`config.mk`:
```
export PLATFORM = sky130hd
export DESIGN_NAME = mem_access_unit_flat
export DESIGN_NICKNAME = d
export VERILOG_FILES = /design/src/rtl/mem_access_unit_if.sv /design/src/rtl/mem_access_unit.sv /design/src/flat_wrapper.sv
export SDC_FILE = /design/constraint.sdc
export NUM_CORES = 1
export LEC_CHECK = 0
export BUFFER_PORTS_ARGS = -buffer_cell sky130_fd_sc_hd__buf_2
export CAP_MARGIN = 20
export CORE_MARGIN = 5
export CORE_UTILIZATION = 55
export CTS_CLUSTER_DIAMETER = 200
export CTS_CLUSTER_SIZE = 12
export DETAILED_ROUTE_END_ITERATION = 6
export GPL_TIMING_DRIVEN = 0
export PLACE_DENSITY = 0.82
export REMOVE_ABC_BUFFERS = 1
export SETUP_SLACK_MARGIN = 0.5
export SYNTH_ARGS = -nofsm -noshare
export SYNTH_HDL_FRONTEND = slang
export SYNTH_SLANG_ARGS = --single-unit
```
`constraint.sdc`:
```
create_clock -name clk -period 2.94 [get_ports clk]
set_input_delay 0 -clock clk [delete_from_list [all_inputs] [get_ports clk]]
set_output_delay 0 -clock clk [all_outputs]
set_load 0.02 [all_outputs]
```
`src/rtl/mem_access_unit_if.sv`:
```
// CPU-side request/response bundle for mem_access_unit.
// A request transfers on a rising edge where req_valid & req_ready; rsp_valid is a one-cycle completion pulse.
interface mem_access_unit_if;
  logic        req_valid;
  logic        req_ready;
  logic        req_we;
  logic [1:0]  req_size;
  logic        req_unsigned;
  logic [31:0] req_addr;
  logic [31:0] req_wdata;
  logic        rsp_valid;
  logic [31:0] rsp_rdata;
  logic        rsp_err;

  modport master (
    output req_valid, req_we, req_size, req_unsigned, req_addr, req_wdata,
    input  req_ready, rsp_valid, rsp_rdata, rsp_err
  );

  modport slave (
    input  req_valid, req_we, req_size, req_unsigned, req_addr, req_wdata,
    output req_ready, rsp_valid, rsp_rdata, rsp_err
  );
endinterface

```
`src/rtl/mem_access_unit.sv`:
```
// Load/store front-end for a 1024x32 combinational-read memory; sub-word stores are read-modify-write.
// Optional macro ADDR_CHECK_EN: flag req_addr[31:12] != BASE_HI as an access error.
module mem_access_unit #(
  parameter logic [19:0] BASE_HI = 20'h00000
) (
  input  logic                     clk,
  input  logic                     rst_n,
  mem_access_unit_if.slave         bus,
  output logic [9:0]               dm_addr,
  output logic [31:0]              dm_din,
  output logic [3:0]               dm_be,
  output logic                     dm_wren,
  input  logic [31:0]              dm_dout,
  output logic [1:0]               dbg_state
);

  typedef enum logic [1:0] {IDLE = 2'd0, ACCESS = 2'd1, WRITE = 2'd2, RESP = 2'd3} state_t;

  state_t      state;
  logic        we_q;
  logic        uns_q;
  logic [1:0]  size_q;
  logic [11:0] addr_q;
  logic [31:0] wdata_q;
  logic [31:0] merge_q;

  logic        range_err;
  logic        acc_err;
  logic        wr_access;
  logic [7:0]  byte_v;
  logic [15:0] half_v;
  logic [31:0] load_val;
  logic [31:0] merged;
  logic [3:0]  lane_mask;

`ifdef ADDR_CHECK_EN
  logic [19:0] hi_q;
  always_ff @(posedge clk or negedge rst_n) begin
    if (!rst_n)
      hi_q <= '0;
    else if (state == IDLE && bus.req_valid)
      hi_q <= bus.req_addr[31:12];
  end
  assign range_err = (hi_q != BASE_HI);
`else
  logic unused_hi;
  assign unused_hi = ^{BASE_HI, bus.req_addr[31:12]};
  assign range_err = 1'b0;
`endif

  assign acc_err = (size_q == 2'b11) ||
                   (size_q == 2'b01 && addr_q[0]) ||
                   (size_q == 2'b10 && addr_q[1:0] != 2'b00) ||
                   range_err;

  always_comb begin
    byte_v = dm_dout[7:0];
    case (addr_q[1:0])
      2'd1:    byte_v = dm_dout[15:8];
      2'd2:    byte_v = dm_dout[23:16];
      2'd3:    byte_v = dm_dout[31:24];
      default: byte_v = dm_dout[7:0];
    endcase
    half_v = addr_q[1] ? dm_dout[31:16] : dm_dout[15:0];
    case (size_q)
      2'b00:   load_val = {{24{byte_v[7] & ~uns_q}}, byte_v};
      2'b01:   load_val = {{16{half_v[15] & ~uns_q}}, half_v};
      default: load_val = dm_dout;
    endcase
  end

  // Merge store data into the word just read; lane_mask marks the lanes replaced.
  always_comb begin
    merged    = dm_dout;
    lane_mask = 4'b1111;
    if (size_q == 2'b00) begin
      lane_mask = 4'b0001 << addr_q[1:0];
      case (addr_q[1:0])
        2'd1:    merged[15:8]  = wdata_q[7:0];
        2'd2:    merged[23:16] = wdata_q[7:0];
        2'd3:    merged[31:24] = wdata_q[7:0];
        default: merged[7:0]   = wdata_q[7:0];
      endcase
    end else if (size_q == 2'b01) begin
      if (addr_q[1]) begin
        merged[31:16] = wdata_q[15:0];
        lane_mask     = 4'b1100;
      end else begin
        merged[15:0]  = wdata_q[15:0];
        lane_mask     = 4'b0011;
      end
    end
  end

  // Memory strobes are decoded from registered state only, so reset kills them at once.
  assign wr_access = (state == ACCESS) && we_q && (size_q == 2'b10) && !acc_err;
  assign dm_wren   = wr_access || (state == WRITE);
  assign dm_be     = wr_access ? 4'b1111 : ((state == WRITE) ? lane_mask : 4'b0000);
  assign dm_din    = wr_access ? wdata_q : ((state == WRITE) ? merge_q : 32'h0);
  assign dm_addr   = addr_q[11:2];
  assign bus.req_ready = (state == IDLE);
  assign dbg_state = state;

  always_ff @(posedge clk or negedge rst_n) begin
    if (!rst_n) begin
      state         <= IDLE;
      we_q          <= 1'b0;
      uns_q         <= 1'b0;
      size_q        <= 2'b00;
      addr_q        <= '0;
      wdata_q       <= '0;
      merge_q       <= '0;
      bus.rsp_valid <= 1'b0;
      bus.rsp_err   <= 1'b0;
      bus.rsp_rdata <= '0;
    end else begin
      case (state)
        IDLE: begin
          bus.rsp_valid <= 1'b0;
          bus.rsp_err   <= 1'b0;
          if (bus.req_valid) begin
            we_q    <= bus.req_we;
            uns_q   <= bus.req_unsigned;
            size_q  <= bus.req_size;
            addr_q  <= bus.req_addr[11:0];
            wdata_q <= bus.req_wdata;
            state   <= ACCESS;
          end
        end
        ACCESS: begin
          if (acc_err) begin
            bus.rsp_err   <= 1'b1;
            bus.rsp_valid <= 1'b1;
            state         <= RESP;
          end else if (!we_q) begin
            bus.rsp_rdata <= load_val;
            bus.rsp_valid <= 1'b1;
            state         <= RESP;
          end else if (size_q == 2'b10) begin
            bus.rsp_valid <= 1'b1;
            state         <= RESP;
          end else begin
            merge_q <= merged;
            state   <= WRITE;
          end
        end
        WRITE: begin
          bus.rsp_valid <= 1'b1;
          state         <= RESP;
        end
        default: begin
          bus.rsp_valid <= 1'b0;
          bus.rsp_err   <= 1'b0;
          state         <= IDLE;
        end
      endcase
    end
  end

endmodule

```
`src/flat_wrapper.sv`:
```
// flat-port wrapper written by rule: the top's interface ports become plain ports
module mem_access_unit_flat 
#(
  parameter logic [19:0] BASE_HI = 20'h00000
)
  (clk, rst_n, dm_addr, dm_din, dm_be, dm_wren, dm_dout, dbg_state, bus_req_valid, bus_req_we, bus_req_size, bus_req_unsigned, bus_req_addr, bus_req_wdata, bus_req_ready, bus_rsp_valid, bus_rsp_rdata, bus_rsp_err);
  mem_access_unit_if bus_i ();
  input  logic clk;
  input  logic rst_n;
  output logic [9:0] dm_addr;
  output logic [31:0] dm_din;
  output logic [3:0] dm_be;
  output logic dm_wren;
  input  logic [31:0] dm_dout;
  output logic [1:0] dbg_state;
  input wire logic [$bits(bus_i.req_valid)-1:0] bus_req_valid;
  input wire logic [$bits(bus_i.req_we)-1:0] bus_req_we;
  input wire logic [$bits(bus_i.req_size)-1:0] bus_req_size;
  input wire logic [$bits(bus_i.req_unsigned)-1:0] bus_req_unsigned;
  input wire logic [$bits(bus_i.req_addr)-1:0] bus_req_addr;
  input wire logic [$bits(bus_i.req_wdata)-1:0] bus_req_wdata;
  output wire logic [$bits(bus_i.req_ready)-1:0] bus_req_ready;
  output wire logic [$bits(bus_i.rsp_valid)-1:0] bus_rsp_valid;
  output wire logic [$bits(bus_i.rsp_rdata)-1:0] bus_rsp_rdata;
  output wire logic [$bits(bus_i.rsp_err)-1:0] bus_rsp_err;
  assign bus_i.req_valid = bus_req_valid;
  assign bus_i.req_we = bus_req_we;
  assign bus_i.req_size = bus_req_size;
  assign bus_i.req_unsigned = bus_req_unsigned;
  assign bus_i.req_addr = bus_req_addr;
  assign bus_i.req_wdata = bus_req_wdata;
  assign bus_req_ready = bus_i.req_ready;
  assign bus_rsp_valid = bus_i.rsp_valid;
  assign bus_rsp_rdata = bus_i.rsp_rdata;
  assign bus_rsp_err = bus_i.rsp_err;
  mem_access_unit #(.BASE_HI(BASE_HI)) u_core (.clk(clk), .rst_n(rst_n), .bus(bus_i), .dm_addr(dm_addr), .dm_din(dm_din), .dm_be(dm_be), .dm_wren(dm_wren), .dm_dout(dm_dout), .dbg_state(dbg_state));
endmodule
```
======== Yosys cells after proc, flatten, opt, wreduce, memory -nomap -nowiden ========
Index checks and enable logic that the tools add are counted.
word-level totals
  bits in registers ....................... 116
  bits in latches ......................... 0
  RAM bits ................................ 0
  memory bits (read-only) ................. 0
  bits of input ports ..................... 103
  word-level logic and storage cells ...... 75
  memories kept ........................... 0
operators by class
  add/subtract/negate cells ............... 0
  $mul .................................... 0
  div/mod/pow operators ................... 0
  $lt $le $gt $ge ......................... 0
  eq/ne operators ......................... 11
  shift-type cells ........................ 1
  multiplexer cells ....................... 29
  bitwise operators ....................... 7
  reduce and logical (&&, ||, !) cells .... 17
operator list
  cell                   number
  $mux W32               4
  $pmux W32 S2           1
  $mux W16               3
  $mux W8                4
  $pmux W8 S3            1
  $mux W4                5
  $eq A2 B2 Y1 const B   5
  $eq A2 B1 Y1 const B   3
  $mux W2                3
  $pmux W2 S3            1
  $logic_and A1 B1 Y1    5
  $mux W1                5
  $not A1 Y1             5
  $logic_not A2 Y1       2
  $ne A4 B4 Y1 const B   1
  $pmux W1 S2            2
  $reduce_and A2 Y1      2
  $reduce_and A4 Y1      1
  $shl A1 B2 Y4 const A  1
  $logic_or A1 B1 Y1     3
  $reduce_and A3 Y1      1
  $reduce_or A3 Y1       1
  $and A1 B1 Y1          2
  $ne A2 B1 Y1 const B   1
  3 further kinds        3

======== Logic depth before layout (Yosys ltp) ========
  depth in word-level cells ............... 7
  mapped depth ............................ 8
  mapped depth without buffers ............ 6

======== Least setup slack after synthesis ========
No wires, ideal clock.
  path type ............................... register to register
  from .................................... reg u_core.state[0] (netlist: u_core.dbg_state[0])
  to ...................................... reg u_core.wdata_q[10]
  arrival time ............................ 1949 ps
  path slack .............................. 867 ps
  stages on the path, launching flop included .. 7
  buffers on the path ..................... 2
  clock period less this slack ............ 2073 ps
  path through ............................ dfrtp_1 -> inv_1 -> ha_1 -> nand2_1 -> clkbuf_1 -> buf_2 -> mux2_2
between the ends
  cells in the longest elaborated chain, start to end .. 2
ends and longest elaborated chain
  element                      line                    text
  start, declared              mem_access_unit.sv:19   state_t state;
  start signal, assigned       mem_access_unit.sv:106  state <= IDLE;
  start signal, assigned       mem_access_unit.sv:127  state <= ACCESS;
  start signal, assigned       mem_access_unit.sv:134  state <= RESP;
  $logic_not A2 Y1             -
  net bus_req_ready            flat_wrapper.sv:22      output wire logic [$bits(bus_i.req_ready)-1:0] bus_req_ready;
  $reduce_and A2 Y1 (no line)  -
  end signal, assigned         mem_access_unit.sv:126  wdata_q <= bus.req_wdata;
  end, declared                mem_access_unit.sv:24   logic [31:0] wdata_q;
The timed path passes the listed nets, and every way through them passes these cells.
A chain may end at the register's enable or synchronous reset.

======== Worst setup path after layout ========
  from .................................... reg u_core.size_q[0]
  to ...................................... out dm_din[7]
between the ends
  cells in the longest elaborated chain, start to end .. 7
  elaborated cells on any way between the ends .. 11
  classes of those cells .................. eq/ne (3); mux (1); reduce/logical (7)
ends and longest elaborated chain
  element                 line                    text
  start, declared         mem_access_unit.sv:22   logic [1:0] size_q;
  start signal, assigned  mem_access_unit.sv:124  size_q <= bus.req_size;
  $eq A2 B1 Y1            mem_access_unit.sv:52   (size_q == 2'b01 && addr_q[0]) ||
  $logic_and A1 B1 Y1     mem_access_unit.sv:52
  $logic_or A1 B1 Y1      mem_access_unit.sv:51   assign acc_err = (size_q == 2'b11) ||
  $logic_or A1 B1 Y1      mem_access_unit.sv:52
  $logic_not A1 Y1        mem_access_unit.sv:96   assign wr_access = (state == ACCESS) && we_q && (size_q == 2'b10) && !acc_err;
  $logic_and A1 B1 Y1 *   mem_access_unit.sv:96
  $mux W32 *              mem_access_unit.sv:99   assign dm_din = wr_access ? wdata_q : ((state == WRITE) ? merge_q : 32'h0);
  end, declared           flat_wrapper.sv:11      output logic [31:0] dm_din;
Every way passes the cells marked *; elsewhere a longest branch is shown, timed or not.

==> results.yml <==
synthesis:
  synth_seq_cells: 116
  synth_largest_area_cell: "dfrtp_1"
  synth.distinct_cells: 40
  ys_top_cells_by_area: "dfrtp_1 48%, mux2_2 11%, nand2_1 9.9%"
  synth_area_per_cell_um2: 9.48
  syn_inst: 636
  yosysSeqAreaShare: 0.481
  ys.flop_type: "dfrtp_1"
  async_flop_share: 1.00
  ys_warn_count: 0
  netlist.area_leader.share: 0.481
  synth_edf_count: 0
  netlist_area_um2: 6030
outcome:
  status: "complete, but fails checks"
  violations: "design-rule violations"
critical_path:
  reg2regPathDepth: 6
  cp-endpoint: "dm_din[7]"
  cp.required_ns: 2.94
  timing.rr.start: "u_core.dbg_state[1]"
  crit_type: "register to primary output"
  startpoint: "u_core.size_q[0]"
  rrSetupSlack_ns: 0.61
  cp_max_fo: 21
  start_kind: "register"
  rr_endpoint: "u_core.bus.rsp_rdata[23]"
  critPathArrivalTime_ns: 2.39
  cp-end-kind: "primary output"
clock_tree:
  cts_tree: "yes"
  clock_sinks: 116
  clock-root-buffer: "clkbuf_8"
  numCtsBuffers: 17
  clk_pin_slew_ns: 0.06
  worstSkewPairLatency_ns: 0.54
  htree_levels: 4
  clockBufferDepth: 2
placement:
  dp_hpwl_um: 12100
  placed_cell_area_um2: 6950
  io_buffers: 166
  place_congestion: 0.843
  dp.cells: 895
  dpl_worst_slack_ns: -0.170
final_layout:
  fin_nets: 976
  area_delta_synth_final_pct: 42.9
  design_area_um2: 8620
  final_cell_mix: "165 x buf_2, 157 x nand2_1, 113 x dfrtp_1"
  layout.cells.non_filler: 1022
  num_antenna_cells: 0
  layout_commonest_cell: "buf_2"
  fin_util: 0.799
  layout-drive-gt1-share: 0.338
grt:
  grt-ovfl-total: 0
  antenna_found_initial: 0
  grt_usage: 0.341
  grt_max_degree: 79
  grt_pass1_vias: 6655
  grt_pass1_wl_um: 34200
sta:
  skew_ns: 0.00808
  hold_viol: 0
  setup_viol: 0
  fin_tns_setup_ns: 0
  fin_crit_ns: 2.39
  fmax_ghz: 0.418
  grt_setup_unrepaired: "no"
  drv_slew: 0
  max_slew_margin: 0.444
  finalCritPeriodShare: 0.813
  fin_ws_ns: 0.550
  worst_pin_slew_ns: 0.829
drt:
  drc: 1
  drt_iter0_drc: 689
  wl_um: 21400
  vias: 6169
  dr.pass1.iters: 7
  viasPerCell: 6.04
  ant_nets: 0
  wl_per_cell_um: 20.9
power:
  p_leak_nw: 4.13
  pwr-share-comb: 0.470
  ir_drop_mv: 0.825
  pwr-share-seq: 0.314
  power_density_nw_per_um2: 1190
  pwr-share-clk: 0.216
  power.internal_mw: 5.85
  swShare: 0.428
  p_sw_mw: 4.39
floorplanning:
  die-area_um2: 13200
  num_io_pins: 187
  die_w_um: 115
  initial_core_util: 0.559
  fp.dieH_um: 115
  num_rows: 38
  core_area_um2: 10800
run:
  max-cap-violations: 0
hold_path:
  hold_start: "bus_req_wdata[24]"
  whs_path_depth: 3
  hp-class: "primary input to register"
## worst min path at each step
stage	end	slack, ns
floorplan	u_core.addr_q[0]	-0.30
global placement	u_core.dbg_state[1]	0.22
detailed placement	u_core.bus.rsp_valid	-0.07
CTS	u_core.size_q[0]	0.20
global route	u_core.wdata_q[25]	0.22
finish	u_core.wdata_q[24]	0.23
## power by group through the flow
stage / sequential, mW / clock (mW) / combinational (mW)
after floorplan: 3.40 / 0 / 2.45
after global placement: 3.17 / 0 / 3.98
after detailed placement: 3.20 / 0 / 4.32
after CTS: 3.15 / 2.22 / 4.61
after global routing: 3.30 / 2.30 / 5.18
final: 3.21 / 2.21 / 4.82
## cell families after synthesis
group | Yosys count | share of synthesized area
adder cells (fa/ha/maj) | 4 | 0.00830
AND/OR/NAND/NOR | 250 | 0.178
flip-flops | 116 | 0.481
AO/OA/AOI/OAI | 124 | 0.132
buffers and inverters | 60 | 0.0512
multiplexers | 82 | 0.149
## metal layers
layer,up-vias,share of wire,track usage,wire length (um)
met5,-,0,0,0
met4,0,0.053,0.211,1140
met3,105,0.097,0.0967,2080
met2,438,0.49,0.558,10500
met1,2962,0.36,0.396,7670
li1,2664,-,-,-
## area by class of cell
type                    count  area (um^2)
clock buffers              23          487
clock inverters             9          148
fillers                   620         2170
inverters                   5         18.8
multi-input cells         461         2890
flip-flops and latches    116         2910
well taps                 140          175
repair buffers            268         1990
## repair_timing
item	4_1_cts	5_1_grt
hold endpoints to repair	230	0
gates resized for setup	8	8
setup endpoints to repair	90	54
pin swaps	4	0
buffers inserted	8	2
hold buffers	84	0
gates cloned	1	0
## worst max-delay path, stage by stage, from the launching register on
cell and delay, ns:
dfrtp_2 0.60, nor2_2 0.35, nand4_1 0.26, buf_4 0.28
nand3_1 0.11, nand2_1 0.07, buf_2 0.16
## cells in the mapped netlist, types with 3 or more instances
cell	n
mux2_2	58
nor2b_1	5
mux2i_1	23
o22ai_1	9
inv_1	4
a21oi_1	40
o21ai_0	30
ha_1	4
o21ai_1	10
nand3_1	35
a222oi_1	7
nor3_1	3
nand2b_1	10
buf_4	12
buf_2	13
a21o_1	3
dfrtp_1	116
clkbuf_1	26
buf_6	3
nand3b_1	6
o32a_1	6
o2bb2ai_1	7
nand2_1	159
nor2_1	26
## state kept, by name, summed over array words and instances (netlist names), 2 cells and up
| name | count |
|---|---|
| u_core.addr_q | 12 |
| u_core.bus.rsp_rdata | 32 |
| u_core.dbg_state | 2 |
| u_core.merge_q | 32 |
| u_core.size_q | 2 |
| u_core.wdata_q | 32 |
## through the flow
step                      hold WS (ns)  total power, mW
after floorplan                 -0.296             5.85
after global placement           0.223             7.15
after detailed placement       -0.0675             7.52
after CTS                        0.204             9.97
after global routing             0.223             10.8
final                            0.226             10.2
(Power assumes the default switching activity.)
